**src/rtl/fios_mm_seq.sv**
```systemverilog
// Word-serial FIOS Montgomery multiplier with its own sequencer: res = a*b*R^-1 mod p, R = 2^(W*S).
// Define FIOS_MM_FINAL_SUB_EN to add the limb-serial final subtraction (result fully reduced).
module fios_mm_seq #(
    parameter int unsigned W = 17,
    parameter int unsigned S = 8
) (
    input  logic           clock_i,
    input  logic           reset_n_i,
    input  logic           start_i,
    input  logic [W*S-1:0] a_i,
    input  logic [W*S-1:0] b_i,
    input  logic [W*S-1:0] p_i,
    input  logic [W-1:0]   p_prime_0_i,
    output logic           busy_o,
    output logic           done_o,
    output logic [W*S-1:0] res_o
);
    localparam int unsigned CW = $clog2(S + 1);
    localparam int unsigned AW = 2 * W + 2;

    typedef enum logic [1:0] {
        StIdle = 2'd0,
        StMul  = 2'd1,
`ifdef FIOS_MM_FINAL_SUB_EN
        StSub  = 2'd3,
`endif
        StDone = 2'd2
    } state_e;

    state_e         state_q, state_d;
    logic [W*S-1:0] a_q, a_d, b_q, b_d, p_q, p_d, res_q, res_d;
    logic [W-1:0]   pp_q, pp_d, m_q, m_d;
    logic [W+1:0]   c_q, c_d;
    logic [CW-1:0]  i_q, i_d, j_q, j_d;
    logic [W-1:0]   t_q [S+1];
    logic [W-1:0]   t_d [S+1];
`ifdef FIOS_MM_FINAL_SUB_EN
    logic [W*S-1:0] d_q, d_d;
    logic           bor_q, bor_d;
    logic [W:0]     diff;
    logic [W*S-1:0] t_flat;
`endif

    logic [W-1:0]   a_limb, p_limb, b_limb, u, m_cur, m_sel;
    logic [2*W-1:0] ab, mp;
    logic [W+1:0]   c_in;
    logic [AW-1:0]  acc;
    logic           load_res;

    // Shared inner-step datapath; at j=S the a/p limbs are zero so acc = t[S] + C.
    always_comb begin
        a_limb = '0;
        p_limb = '0;
        if (j_q < CW'(S)) begin
            a_limb = a_q[j_q*W +: W];
            p_limb = p_q[j_q*W +: W];
        end
        b_limb = b_q[i_q*W +: W];
        ab     = (2*W)'(a_limb) * (2*W)'(b_limb);
        u      = t_q[0] + ab[W-1:0];
        m_cur  = u * pp_q;
        m_sel  = (j_q == '0) ? m_cur : m_q;
        mp     = (2*W)'(m_sel) * (2*W)'(p_limb);
        c_in   = (j_q == '0) ? '0 : c_q;
        acc    = AW'(t_q[j_q]) + AW'(ab) + AW'(mp) + AW'(c_in);
    end

    always_comb begin
        state_d  = state_q;
        a_d      = a_q;
        b_d      = b_q;
        p_d      = p_q;
        pp_d     = pp_q;
        m_d      = m_q;
        c_d      = c_q;
        i_d      = i_q;
        j_d      = j_q;
        t_d      = t_q;
        res_d    = res_q;
        load_res = 1'b0;
`ifdef FIOS_MM_FINAL_SUB_EN
        d_d      = d_q;
        bor_d    = bor_q;
        diff     = '0;
        for (int k = 0; k < S; k++) t_flat[k*W +: W] = t_q[k];
`endif
        unique case (state_q)
            StIdle: begin
                if (start_i) begin
                    a_d     = a_i;
                    b_d     = b_i;
                    p_d     = p_i;
                    pp_d    = p_prime_0_i;
                    t_d     = '{default: '0};
                    c_d     = '0;
                    i_d     = '0;
                    j_d     = '0;
                    state_d = StMul;
                end
            end
            StMul: begin
                if (j_q == '0) m_d = m_cur;
                c_d = acc[AW-1:W];
                if (j_q == CW'(S)) begin
                    t_d[S-1] = acc[W-1:0];
                    t_d[S]   = acc[2*W-1:W];
                    j_d      = '0;
                    if (i_q == CW'(S - 1)) begin
`ifdef FIOS_MM_FINAL_SUB_EN
                        bor_d   = 1'b0;
                        state_d = StSub;
`else
                        load_res = 1'b1;
                        state_d  = StDone;
`endif
                    end else begin
                        i_d = i_q + CW'(1);
                    end
                end else begin
                    if (j_q != '0) t_d[j_q - CW'(1)] = acc[W-1:0];
                    j_d = j_q + CW'(1);
                end
            end
`ifdef FIOS_MM_FINAL_SUB_EN
            StSub: begin
                diff = {1'b0, t_q[j_q]} - {1'b0, p_limb} - (W+1)'(bor_q);
                d_d[j_q*W +: W] = diff[W-1:0];
                bor_d = diff[W];
                if (j_q == CW'(S - 1)) begin
                    // t >= p exactly when the chain ends without borrow or t[S] is set
                    res_d   = (!diff[W] || t_q[S] != '0) ? d_d : t_flat;
                    state_d = StDone;
                end else begin
                    j_d = j_q + CW'(1);
                end
            end
`endif
            StDone: state_d = StIdle;
            default: state_d = StIdle;
        endcase
        if (load_res) begin
            for (int k = 0; k < S; k++) res_d[k*W +: W] = t_d[k];
        end
    end

    always_ff @(posedge clock_i or negedge reset_n_i) begin
        if (!reset_n_i) begin
            state_q <= StIdle;
            a_q     <= '0;
            b_q     <= '0;
            p_q     <= '0;
            pp_q    <= '0;
            m_q     <= '0;
            c_q     <= '0;
            i_q     <= '0;
            j_q     <= '0;
            t_q     <= '{default: '0};
            res_q   <= '0;
`ifdef FIOS_MM_FINAL_SUB_EN
            d_q     <= '0;
            bor_q   <= 1'b0;
`endif
        end else begin
            state_q <= state_d;
            a_q     <= a_d;
            b_q     <= b_d;
            p_q     <= p_d;
            pp_q    <= pp_d;
            m_q     <= m_d;
            c_q     <= c_d;
            i_q     <= i_d;
            j_q     <= j_d;
            t_q     <= t_d;
            res_q   <= res_d;
`ifdef FIOS_MM_FINAL_SUB_EN
            d_q     <= d_d;
            bor_q   <= bor_d;
`endif
        end
    end

`ifdef FIOS_MM_FINAL_SUB_EN
    assign busy_o = (state_q == StMul) || (state_q == StSub);
`else
    assign busy_o = (state_q == StMul);
`endif
    assign done_o = (state_q == StDone);
    assign res_o  = res_q;

endmodule

```
**config.mk**
```make
export PLATFORM = sky130hd
export DESIGN_NAME = fios_mm_seq
export DESIGN_NICKNAME = d
export VERILOG_FILES = /design/src/rtl/fios_mm_seq.sv
export SDC_FILE = /design/constraint.sdc
export NUM_CORES = 2
export LEC_CHECK = 0
export BUFFER_PORTS_ARGS = -buffer_cell sky130_fd_sc_hd__buf_2
export CORE_MARGIN = 2
export CORE_UTILIZATION = 55
export DETAILED_ROUTE_END_ITERATION = 10
export PLACE_DENSITY = 0.82
export SLEW_MARGIN = 0
export SYNTH_ARGS = -nofsm -noshare
export SYNTH_HDL_FRONTEND = slang
export SYNTH_SLANG_ARGS = --single-unit
```
**constraint.sdc**
```tcl
create_clock -name clock_i -period 19.4 [get_ports clock_i]
set_input_delay 0.97 -clock clock_i [delete_from_list [all_inputs] [get_ports clock_i]]
set_output_delay 0.97 -clock clock_i [all_outputs]
set_load 0.005 [all_outputs]
```
==> implementation parameters <==
Parameter                              Value

Clock network
  Clock-pin slew on the worst setup and hold paths ... 70 ps
  Clock tree from TritonCTS ... done
  Total CTS buffers ... 80
  Skew-Pair Late Insertion Delay ... 700 ps
  Clock Tree Root ... clkbuf_16
  Clock Path Buffers ... 3
  Number of H-tree levels ... 3
  Clock sink total ... 760

Route
  Vias ... 48700
  Starting DRC count in detailed routing ... 5198
  Post-detailed-route count of antenna-violating nets ... 0
  Ratio of routed vias to standard cells ... ~6
  DR WL/cell ... 23.4 um
  Routed Wire Length ... 194000 um
  Remaining routing DRC violations ... 0
  Number of iterations in the first detailed-routing pass ... 8

Die
  Die area ... 0.110 mm2
  Number of core rows ... 120
  I/O pin total ... 566
  Die boundary width ... 332 um
  Core footprint ... 0.107 mm2
  Starting density of the core ... 55.4%
  Die height ... 332 um

Synth
  Synthesized cell area ... about 0.059 mm2
  Cell type contributing the most total cell area after synthesis ... dfrtp_1
  Synth Area in Adders ... between 20 and 30%
  Share of synthesized registers carrying an async set or reset ... 100%
  Top area cells in the synthesized netlist ... dfrtp_1 32%, fa_1 21%, nand2_1 13%
  Number of synthesized flops with an enable pin ... 0
  Flops & latches, synth ... 760
  YS warnings ... 0
  Number of distinct standard cells referenced by the synthesized netlist ... 80
  Fraction of the mapped netlist area in simple logic gates ... 19.1%
  Synth Area per Inst ... 9.32 um2
  Most used standard cell by instance count after synthesis ... nand2_1
  Multiplexer area fraction after synthesis ... 7.12%
  Number of instances in the synthesized netlist ... 6354
  Sequential-to-total area share from yosys stat ... 32.1%
  Post-synthesis share of cell area spent on xor and xnor gates ... 1.80%
  Share of Yosys cell area claimed by the top area cell type ... between 30% and 40%
  Commonest register cell after synthesis ... dfrtp_1
  Main combinational cell family by area after synthesis ... adder cells
  Post-Synthesis Net Count ... 7719
  Compound-Gate Fraction of Synth Area ... 5.75%
  Most frequent cells after synthesis ... 2105 x nand2_1, 760 x dfrtp_1, 725 x inv_1

Global route
  Pin count of the biggest net entering global routing ... 224
  Overflow left after global routing ... 0
  Initial antenna violation count ... 29
  All-layer global routing usage ... 35.0%
  Wire length of the first global-routing pass ... a little under 300000 um
  Number of global-route vias before repair ... 49700

Critical path
  Cell with the largest stage delay on the worst path ... mux4_2
  Crit path top cell by count ... fa_1
  Critical setup path kind ... register to register
  Worst setup path end ... c_q[16]$_DFFE_PN0P_
  Element type at the critical path end ... register
  Register-to-register setup slack ... approximately 700 ps
  Crit-path max FO ... 10
  Terminus of the critical flop-to-flop path ... c_q[16]$_DFFE_PN0P_
  Data arrival time at the worst-slack endpoint ... 19200 ps
  Worst flop-to-flop path startpoint ... j_q[0]$_DFFE_PN0P_
  Crit path largest cell delay ... 600 ps
  Reg2reg path depth ... 63
  Kind of launch point of the worst setup path ... register
  Required time at the endpoint of the critical path ... 19920 ps
  Worst Setup SP ... j_q[0]$_DFFE_PN0P_

Cells and area
  Fraction of layout instances using a drive strength above 1 ... around 16%
  Filler Cells Inserted ... 8634
  Area added between synthesis and finish ... 12.6%
  Final net count ... 8171
  Final instance area ... ~0.067 mm2
  FF/Latch Area ... roughly 0.019 mm2
  Multi-input combinational cell area ... 0.0364 mm2

Outcome
  Run status ... finished clean

Timing
  Measured slew at the worst slew-check pin ... 1350 ps
  Final Critical Period ... 18680 ps
  RSZ-0062 raised after global routing ... no
  Final total negative setup slack ... 0 ps
  Clock skew ... 73.7 ps
  Number of hold violations in the final report ... 0
  Max-slew violation total from the final report ... 0
  # setup viols final ... 0
  Max_slew headroom ... under 10%
  Final Cycle Share ... roughly 96%
  Max frequency ... 53.5 MHz

Hold path
  Path class of the lowest-slack min-delay path ... primary input to asynchronous set/reset pin

Placed design
  IO buf count ... 565
  Instance area at placement ... roughly 0.064 mm2
  Final GP Congestion ... 1.04
  Dpl hpwl ... 151000 um

Flow run
  Reported max-cap violation count ... 0
-- cell families (layout without fill, tap and decap cells) --
| kind of cell | Yosys count | count (layout) |
|---|---|---|
| adders and majority gates | 937 | 937 |
| muxes | 245 | 245 |
| AOI/OAI and AO/OA | 515 | 515 |
| and+or+nand+nor | 2753 | 2753 |
| DFF | 760 | 760 |
| other | 0 | 22 |
| buffers and inverters | 1037 | 1553 |
| xor gates and xnor gates | 107 | 107 |
-- routing by layer --
layer  share of wire (%)  up-vias  global-route usage [%]
li1                    -    20800                       -
met1                  37    24300                    45.5
met2                  46     2943                    53.9
met3                  10      647                    8.30
met4                 6.7       14                    20.5
met5               0.099        -                       0
-- layout by cell type, fill, tap and decap left out, types with 51 or more instances in the layout --
cell	Yosys	routed
nand2_1	2105	2104
dfrtp_1	760	754
inv_1	725	724
fa_1	610	610
buf_2	4	564
ha_1	327	327
nor2_1	239	236
o21ai_0	148	145
mux4_2	136	136
and2_1	137	136
buf_4	1	111
a21oi_1	114	106
clkbuf_16	0	80
a22o_1	78	78
nor2b_1	74	74
nand2b_1	69	68
xnor2_1	67	66
mux2i_1	58	58
a21o_1	58	56
mux2_2	51	51
-- state kept, by name (all words and copies together) (netlist names) --
register	count
res_o	136
c_q	19
pp_q	17
state_q	2
i_q	4
b_q	136
m_q	17
a_q	136
j_q	4
t_q	153
p_q	136
-- per-stage QoR --
step / std cells / utilization (%) / worst slack, ps / hold slack [ps]
floorplan: 6354 / - / 766 / 438
global placement: 8115 / 59.4 / 631 / 451
detailed placement: 8115 / 59.4 / 350 / 457
CTS: 8261 / 62.2 / 292 / 331
global route: 8286 / 62.3 / 10.7 / 366
finish: 8295 / 62.4 / 717 / 314
-- critical path: cells and delay by family (launching register included) --
family / cells / cell delay, ps
and+or+nand+nor: 6 / 1200
adders and majority gates: 22 / 10250
AOI/OAI and AO/OA: 12 / 2400
muxes: 1 / 600
buffers and inverters: 11 / 990
xor gates and xnor gates: 11 / 2510
DFF: 1 / 530
-- cell type report --
type | instances | share of cell area [%]
Clock inverter | 45 | 1.12
Tap cell | 1403 | 2.63
Sequential cell | 760 | 28.6
Clock buffer | 101 | 3.29
Timing Repair Buffer | 682 | 5.65
Multi-Input combinational cell | 4557 | 54.6
Antenna cell | 22 | 0.0826
Inverter | 725 | 4.09
-- worst min path at each step --
stage,cells after the start,endpoint,slack (ps),start
after CTS,1,p_q[34]$_DFFE_PN0P_,330,reset_n_i
final,1,p_q[34]$_DFFE_PN0P_,310,reset_n_i
after global placement,2,p_q[118]$_DFFE_PN0P_,450,p_q[118]$_DFFE_PN0P_
after global routing,1,p_q[34]$_DFFE_PN0P_,370,reset_n_i
after detailed placement,2,a_q[117]$_DFFE_PN0P_,460,a_q[117]$_DFFE_PN0P_
after floorplan,2,m_q[15]$_DFFE_PN0P_,440,m_q[15]$_DFFE_PN0P_
-- what timing repair did --
item / 4_1_cts / 5_1_grt
gates resized for setup: 0 / 14
hold buffers: 0 / 0
endpoints found under the hold margin: 0 / 0
setup buffers: 0 / 12
endpoints found under the setup margin: 0 / 27
Power is not shown: default switching activity piles up to over one toggle a cycle in this logic, so the estimate is an artifact.
